[src/rtl/gmul_seq_ctrl.sv]
// gmul_seq_ctrl: sequencing controller for a wide GF(2^DWIDTH) multiply,
// p = a*b mod (x^DWIDTH + m). Operand b is consumed one byte per cycle,
// LSB byte first. Each cycle an 8-bit-b slice (gmul_primitive) forms
// a_cur*b_byte, and a_cur is advanced by x^8. Latency is fixed at NCHUNK
// RUN cycles, independent of operand values.
//
// Ports:
//   clk, rst_n            clock, asynchronous active-low reset
//   abort                 synchronous flush; clears all operand/result state
//   in_valid/in_ready     request handshake; in_a, in_b, in_m sampled on accept
//   out_valid/out_ready   response handshake; out_p holds the product
//   busy                  high while a request is in RUN or DONE

// gmul_primitive: combinational slice, p_o = a_i * b_i (b_i 8 bits) mod poly,
// and a_x8_o = a_i * x^8 mod poly for the next byte position.
module gmul_primitive #(
  parameter int unsigned W = 32
) (
  input  logic [W-1:0] a_i,
  input  logic [7:0]   b_i,
  input  logic [W-1:0] m_i,
  output logic [W-1:0] p_o,
  output logic [W-1:0] a_x8_o
);
  logic [W-1:0] v;
  logic [W-1:0] p;

  always_comb begin
    v = a_i;
    p = '0;
    for (int unsigned i = 0; i < 8; i++) begin
      if (b_i[i]) p = p ^ v;
      v = {v[W-2:0], 1'b0} ^ (m_i & {W{v[W-1]}});
    end
    p_o    = p;
    a_x8_o = v;
  end
endmodule

module gmul_seq_ctrl #(
  parameter int unsigned DWIDTH = 32
) (
  input  logic              clk,
  input  logic              rst_n,
  input  logic              abort,
  input  logic              in_valid,
  output logic              in_ready,
  input  logic [DWIDTH-1:0] in_a,
  input  logic [DWIDTH-1:0] in_b,
  input  logic [DWIDTH-1:0] in_m,
  output logic              out_valid,
  input  logic              out_ready,
  output logic [DWIDTH-1:0] out_p,
  output logic              busy
);
  localparam int unsigned NCHUNK = DWIDTH / 8;
  localparam int unsigned CW     = (NCHUNK > 1) ? $clog2(NCHUNK) : 1;
  localparam logic [CW-1:0] LAST = CW'(NCHUNK - 1);

  generate
    if ((DWIDTH < 8) || ((DWIDTH % 8) != 0)) begin : g_bad_width
      $error("gmul_seq_ctrl: DWIDTH must be a multiple of 8 and >= 8");
    end
  endgenerate

  typedef enum logic [1:0] {S_IDLE, S_RUN, S_DONE} state_e;

  state_e            state_q, state_d;
  logic [DWIDTH-1:0] a_cur_q, a_cur_d;
  logic [DWIDTH-1:0] b_sh_q,  b_sh_d;
  logic [DWIDTH-1:0] m_q,     m_d;
  logic [DWIDTH-1:0] acc_q,   acc_d;
  logic [DWIDTH-1:0] p_q,     p_d;
  logic [CW-1:0]     cnt_q,   cnt_d;

  logic [DWIDTH-1:0] slice_p;
  logic [DWIDTH-1:0] slice_ax8;
  logic [DWIDTH-1:0] acc_next;

  gmul_primitive #(.W(DWIDTH)) u_slice (
    .a_i    (a_cur_q),
    .b_i    (b_sh_q[7:0]),
    .m_i    (m_q),
    .p_o    (slice_p),
    .a_x8_o (slice_ax8)
  );

  assign acc_next = acc_q ^ slice_p;

  always_comb begin
    state_d = state_q;
    a_cur_d = a_cur_q;
    b_sh_d  = b_sh_q;
    m_d     = m_q;
    acc_d   = acc_q;
    p_d     = p_q;
    cnt_d   = cnt_q;

    if (abort) begin
      // Scrub every operand and result register, not just the state.
      state_d = S_IDLE;
      a_cur_d = '0;
      b_sh_d  = '0;
      m_d     = '0;
      acc_d   = '0;
      p_d     = '0;
      cnt_d   = '0;
    end else begin
      unique case (state_q)
        S_IDLE: begin
          if (in_valid) begin
            a_cur_d = in_a;
            b_sh_d  = in_b;
            m_d     = in_m;
            acc_d   = '0;
            cnt_d   = '0;
            state_d = S_RUN;
          end
        end
        S_RUN: begin
          acc_d   = acc_next;
          a_cur_d = slice_ax8;
          b_sh_d  = b_sh_q >> 8;
          if (cnt_q == LAST) begin
            // Result includes this cycle's slice; cnt holds at LAST.
            p_d     = acc_next;
            state_d = S_DONE;
          end else begin
            cnt_d = cnt_q + CW'(1);
          end
        end
        S_DONE: begin
          if (out_ready) state_d = S_IDLE;
        end
        default: state_d = S_IDLE;
      endcase
    end
  end

  always_ff @(posedge clk or negedge rst_n) begin
    if (!rst_n) begin
      state_q <= S_IDLE;
      a_cur_q <= '0;
      b_sh_q  <= '0;
      m_q     <= '0;
      acc_q   <= '0;
      p_q     <= '0;
      cnt_q   <= '0;
    end else begin
      state_q <= state_d;
      a_cur_q <= a_cur_d;
      b_sh_q  <= b_sh_d;
      m_q     <= m_d;
      acc_q   <= acc_d;
      p_q     <= p_d;
      cnt_q   <= cnt_d;
    end
  end

  assign in_ready  = (state_q == S_IDLE);
  assign out_valid = (state_q == S_DONE);
  assign busy      = (state_q != S_IDLE);
  assign out_p     = p_q;
endmodule

[config.mk]
export PLATFORM = sky130hd
export DESIGN_NAME = gmul_seq_ctrl
export DESIGN_NICKNAME = d
export VERILOG_FILES = /design/src/rtl/gmul_seq_ctrl.sv
export SDC_FILE = /design/constraint.sdc
export NUM_CORES = 1
export LEC_CHECK = 0
export BUFFER_PORTS_ARGS = -buffer_cell sky130_fd_sc_hd__buf_4
export CAP_MARGIN = 5
export CORE_MARGIN = 2
export CORE_UTILIZATION = 40
export DETAILED_ROUTE_END_ITERATION = 7
export SLEW_MARGIN = 20
export SYNTH_ARGS = -nofsm -noshare
export SYNTH_HDL_FRONTEND = slang
export SYNTH_SLANG_ARGS = --single-unit
[constraint.sdc]
create_clock -name clk -period 7.9 [get_ports clk]
set_input_delay 1.58 -clock clk [delete_from_list [all_inputs] [get_ports clk]]
set_output_delay 1.58 -clock clk [all_outputs]
set_load 0.05 [all_outputs]
* Yosys cells after proc, flatten, opt, wreduce, memory -nomap -nowiden
Index checks and enable logic that the tools add are counted.
** Storage, ports and cells
- Bits in registers :: 164
- Input bits :: 101
- Output and inout bits :: 35
** Operators by class
- Reductions and logical operators :: 12
- Equality and inequality tests :: 7
- Muxes and demuxes :: 32
- Bitwise operators :: 24
- $add $sub $neg :: 1
** Operators by type and width (number)
- 32-bit 2-to-1 mux :: 20
- 32-bit XOR :: 16
- 32-bit AND :: 8
- 32-bit one-hot mux with 2 select lines :: 3
- 2-bit 2-to-1 mux :: 7
- 2-bit nonzero test :: 5
- 3-bit != test (second input constant) :: 3
- 2-bit one-hot mux with 3 select lines :: 1
- 2-bit AND reduction :: 3
- 3-bit AND reduction :: 2
- 2-bit equality test (second input constant) :: 2
- 2-bit one-hot mux with 2 select lines :: 1
- 3-bit by 2-bit != test with 1-bit output (second input constant) :: 1
- 3-bit nonzero test :: 1
- 2-bit by 1-bit adder with 2-bit output (second input constant) :: 1
- 2-bit by 1-bit equality test with 1-bit output (second input constant) :: 1
- 2-bit logical NOT :: 1

* Longest topological paths before layout
- Word-level depth :: 20
- Gate-level depth with buffers :: 18

* By module
Synthesis repeated with hierarchy kept, for this count alone.
** Second synthesis, totals
- Cell total of the unflattened synthesis :: 2116
- Area, all modules :: 17484.3 µm²
** Modules (own cells, without submodules)
- gmul_primitive :: sequential area each 0.0 µm², instances 1, cells an instance 1540, area each 9783.1 µm²
- gmul_seq_ctrl :: sequential area each 4103.9 µm², instances 1, cells an instance 576, area each 7701.1 µm²

* Worst setup path before layout
OpenSTA, ideal clock, no wires.
- Path kind :: register to register
- Start :: register m_q[31]
- End :: register p_q[17] (netlist: out_p[17])
- Data arrival time :: 3.397 ns
- Clock period less this slack :: 3.527 ns
- Cell stages (with the launch flop) :: 16
- Setup time :: 0.130 ns
- Slack :: 4.373 ns
- Cell sequence :: dfrtp_1 buf_6 nor2b_1 a32o_1 a211oi_4 xnor2_1 xnor3_1 o211a_2 buf_2 buf_6 o21ai_0 xnor2_2 xor2_1 nand2_1 xnor2_1 o21ai_1
** On the way
- Cells in the longest elaborated chain, start to end :: 20
- Elaborated cells between the ends (all ways) :: 30
- Classes of those cells :: 9 x mux; 21 x bitwise
** Ends and longest elaborated chain
- start, declared :: line 71 : logic [DWIDTH-1:0] m_q, m_d;
- start signal, assigned :: line 153 : m_q <= m_d;
- 32-bit AND :: line 33 : v = {v[W-2:0], 1'b0} ^ (m_i & {W{v[W-1]}});
- 32-bit XOR :: line 33
- 32-bit AND :: line 33
- 32-bit XOR :: line 33
- 32-bit XOR / 32-bit AND (equally long branches) :: line 32, 33
- 32-bit 2-to-1 mux / 32-bit XOR (equally long branches) :: line 32, 33
- 32-bit XOR / 32-bit AND (equally long branches) :: line 32, 33
- 32-bit 2-to-1 mux / 32-bit XOR (equally long branches) :: line 32, 33
- (+4 left out)
- 32-bit XOR / 32-bit AND (equally long branches) :: line 32, 33
- 32-bit 2-to-1 mux / 32-bit XOR (equally long branches) :: line 32, 33
- 32-bit XOR :: line 32 : if (b_i[i]) p = p ^ v;
- 32-bit 2-to-1 mux * :: line 32
- 32-bit XOR * :: line 88 : assign acc_next = acc_q ^ slice_p;
- 32-bit 2-to-1 mux * :: line 124 : if (cnt_q == LAST) begin
- 32-bit 2-to-1 mux * :: line 109 : unique case (state_q)
- 32-bit 2-to-1 mux * :: line 99 : if (abort) begin
- end signal, assigned :: line 155 : p_q <= p_d;
- end, declared :: line 73 : logic [DWIDTH-1:0] p_q, p_d;
Mark *: on every way between the ends. The rest lies on a longest branch, timed or not. The select of a mux whose other input is x is not followed.
A chain may end at the register's enable or synchronous reset.

* Final worst setup path
- Start :: register m_q[31]
- End :: register a_cur_q[23]
** On the way
- Cells in the longest elaborated chain, start to end :: 18
** Ends and longest elaborated chain
- 32-bit AND :: line 33
- 32-bit XOR :: line 33
- 32-bit AND :: line 33
- 32-bit XOR :: line 33
- 32-bit AND :: line 33
- 32-bit XOR :: line 33
- 32-bit AND :: line 33
- 32-bit XOR :: line 33
- (+2 left out)
- 32-bit AND :: line 33
- 32-bit XOR :: line 33
- 32-bit AND :: line 33
- 32-bit XOR * :: line 33
- 32-bit AND :: line 33
- 32-bit XOR * :: line 33
- 32-bit one-hot mux with 2 select lines * :: line 109
- 32-bit 2-to-1 mux * :: line 99
- end signal, assigned :: line 151 : a_cur_q <= a_cur_d;
- end, declared :: line 69 : logic [DWIDTH-1:0] a_cur_q, a_cur_d;
Mark *: on every way between the ends. The rest lies on a longest branch, timed or not.

==> out/results.ini <==
[drt]
dr.pass1.iters=5
viasPerCell=5.39
wire_per_inst_um=18.4
post-route-drc-count=0
vias=14500
routed_wl_um=49600
ant_nets=0
drt-initial-drc-count=1101

[clocking]
path_clk_slew_ns=0.08
root_buffer=clkbuf_16
clk_latency_ns=0.49
holdBufCountCts=0
cts_tree=built
cts.sinks=164
post-cts-setup-buffers=0
htreeDepth=4
cts_buffer_depth=2
cts_resized=0
cts_made_buffers=17

[cells_and_area]
final_nets=2248
drive_gt1_share_pct=12.6
layout.cells.non_filler=2691
syn_to_final_growth_pct=10.5
postLayoutCellArea_um2=18000
final_util_pct=44.5
diodes=0

[grt]
antenna_found_initial=0
grt_max_degree=66
grt_pass1_vias=14000
gr-total-overflow=0
grt_first_pass_wirelength_um=79000
grtUsageTotal_pct=23.8

[timing]
finalHoldViolations=0
fin_crit_sh_pct=74.7
fmax_ghz=0.169
worst_pin_slew_ns=1.12
tns_ns=0
setup_viol=0
min_period_ns=5.90
maxSlewViolCount=0
finClkSkew_ns=0.0261
rsz0062_at_grt=false
slew_headroom_pct=25.6

[critical_path]
ff2ff_setup_slack_ns=2.00
worstPathArrival_ns=6.29
cp_slowest_stage_delay_ns=0.82
crit_path_max_fanout=47
endpoint_kind=flop
crit_top_cell=buf_4
cp_slowest_cell=dfrtp_2
path_cells=buf_4 -> mux2i_1 -> o221a_2 -> xnor2_2 -> buf_4 -> nor4_1 -> or4_4 -> nand3_1 -> xnor2_1 -> xor2_2 -> xnor2_4 -> buf_4 -> a21o_1 -> nand3_1 -> a21oi_1
crit_type=reg -> reg
start_kind=flop
cp.required_ns=8.29

[synth]
ys_seq_elements=164
syn_nets=2247
seq_area_frac_synth_pct=25.1
synth_commonest_cells=593 x nand2_1, 380 x xnor2_1, 164 x dfrtp_1
netlist_area_um2=16300
synth_cell_type_count=74
syn_inst=2145
yosysMostFrequentCell=nand2_1
yosysWarnings=0
syn_area_per_cell_um2=7.61
ys.flop_type=dfrtp_1
netlist.area_leader.share_pct=25.1
synthArstFlopShare_pct=100
synth_edf_count=0
synthTopCellsByArea=dfrtp_1 25%, xnor2_1 20%, nand2_1 14%
yosysTopAreaCell=dfrtp_1

[floorplanning]
initial_core_util_pct=40.3
die_x_um=206
rows=74
placeableCoreArea_um2=40600
die_area_um2=42400
fp.dieH_um=206
pin_count=136

[status]
status=completed

[pwr]
p_per_area_nw_per_um2=215
leakagePower_nw=7.17
vdd_drop_max_v=0.000187

[place]
dp_cells=2659
portBuffers=135
gp_congestion=0.899
dp_hpwl_um=33300
place_area_um2=17400

[job]
cap_viol_max_count=0

[hold_path]
hp-class=reg -> reg

==> final cells by class <==
cell class	count	area [µm²]
Multi-Input combinational cell	1783	11400
Timing Repair Buffer	169	1270
Tap cell	532	666
Clock inverter	14	156
Fill cell	4131	22500
Clock buffer	18	439
Inverter	11	41.3
Sequential cell	164	4110
==> sequential cells by signal, summed over array words and instances, names as in the netlist <==
signal   flops
cnt_q        2
out_p       32
m_q         32
acc_q       32
a_cur_q     32
b_sh_q      32
state_q      2
==> report_power, final <==
part           switching (mW)  internal (mW)  total, mW  leakage [nW]
logic                    1.14          0.818       1.96          4.66
registers               0.140          0.905       1.04          2.22
clock network           0.409          0.457      0.866         0.293
total                    1.69           2.18       3.87          7.17
==> critical path, delay by kind of cell (launching register included) <==
kind,cells,cell delay (ns)
xor gates and xnor gates,4,1.50
AOI/OAI and AO/OA,3,0.74
muxes,1,0.13
and+or+nand+nor,4,1.29
buffers and inverters,3,1.28
DFF,1,0.82
==> routing by layer <==
| metal | GRT usage (%) | vias up | wire (µm) |
|---|---|---|---|
| met5 | 0 | - | 0 |
| met4 | 7.91 | 0 | 1050 |
| met2 | 37.5 | 435 | 22400 |
| met3 | 3.82 | 71 | 2760 |
| met1 | 33.3 | 6912 | 23400 |
| li1 | - | 7083 | - |
==> logic make-up after synthesis <==
family | after synthesis | synth area share [%]
AOI/OAI and AO/OA | 414 | 15.8
xor gates and xnor gates | 471 | 27.1
adders and majority gates | 1 | 0.0766
buffers and inverters | 198 | 5.65
DFF | 164 | 25.1
muxes | 77 | 4.72
and+or+nand+nor | 820 | 21.6
==> final timing paths <==
path	from	endpoint	cells after the start
max	m_q[31]	a_cur_q[23]	15
min	b_sh_q[8]	b_sh_q[0]	2
max reg2reg	m_q[31]	a_cur_q[23]	15
min reg2reg	b_sh_q[8]	b_sh_q[0]	2
max in group asynchronous	rst_n	a_cur_q[31]	2
min in group asynchronous	rst_n	out_p[14]	1
==> cells in the final DEF (no fill, tap or decap), types with 29 or more instances in the layout <==
master / n
a21o_1: 29
a21oi_1: 81
and3_1: 32
buf_4: 168
dfrtp_1: 161
mux2i_1: 77
nand2_1: 592
nand3_1: 72
nor2_1: 54
o21ai_0: 128
o21ai_1: 56
xnor2_1: 380
xor2_1: 60
==> metrics by stage <==
| stage | hold WS, ns | total power [mW] | setup WS, ns |
|---|---|---|---|
| 2_1_floorplan | 0.450 | 2.60 | 4.37 |
| 3_3_place_gp | 0.458 | 2.98 | 2.35 |
| 3_5_place_dp | 0.464 | 3.00 | 2.07 |
| 4_1_cts | 0.486 | 3.88 | 2.04 |
| 5_1_grt | 0.501 | 4.10 | 1.58 |
| 6_report | 0.477 | 3.87 | 2.00 |
Power figures use the tool's default switching activity.
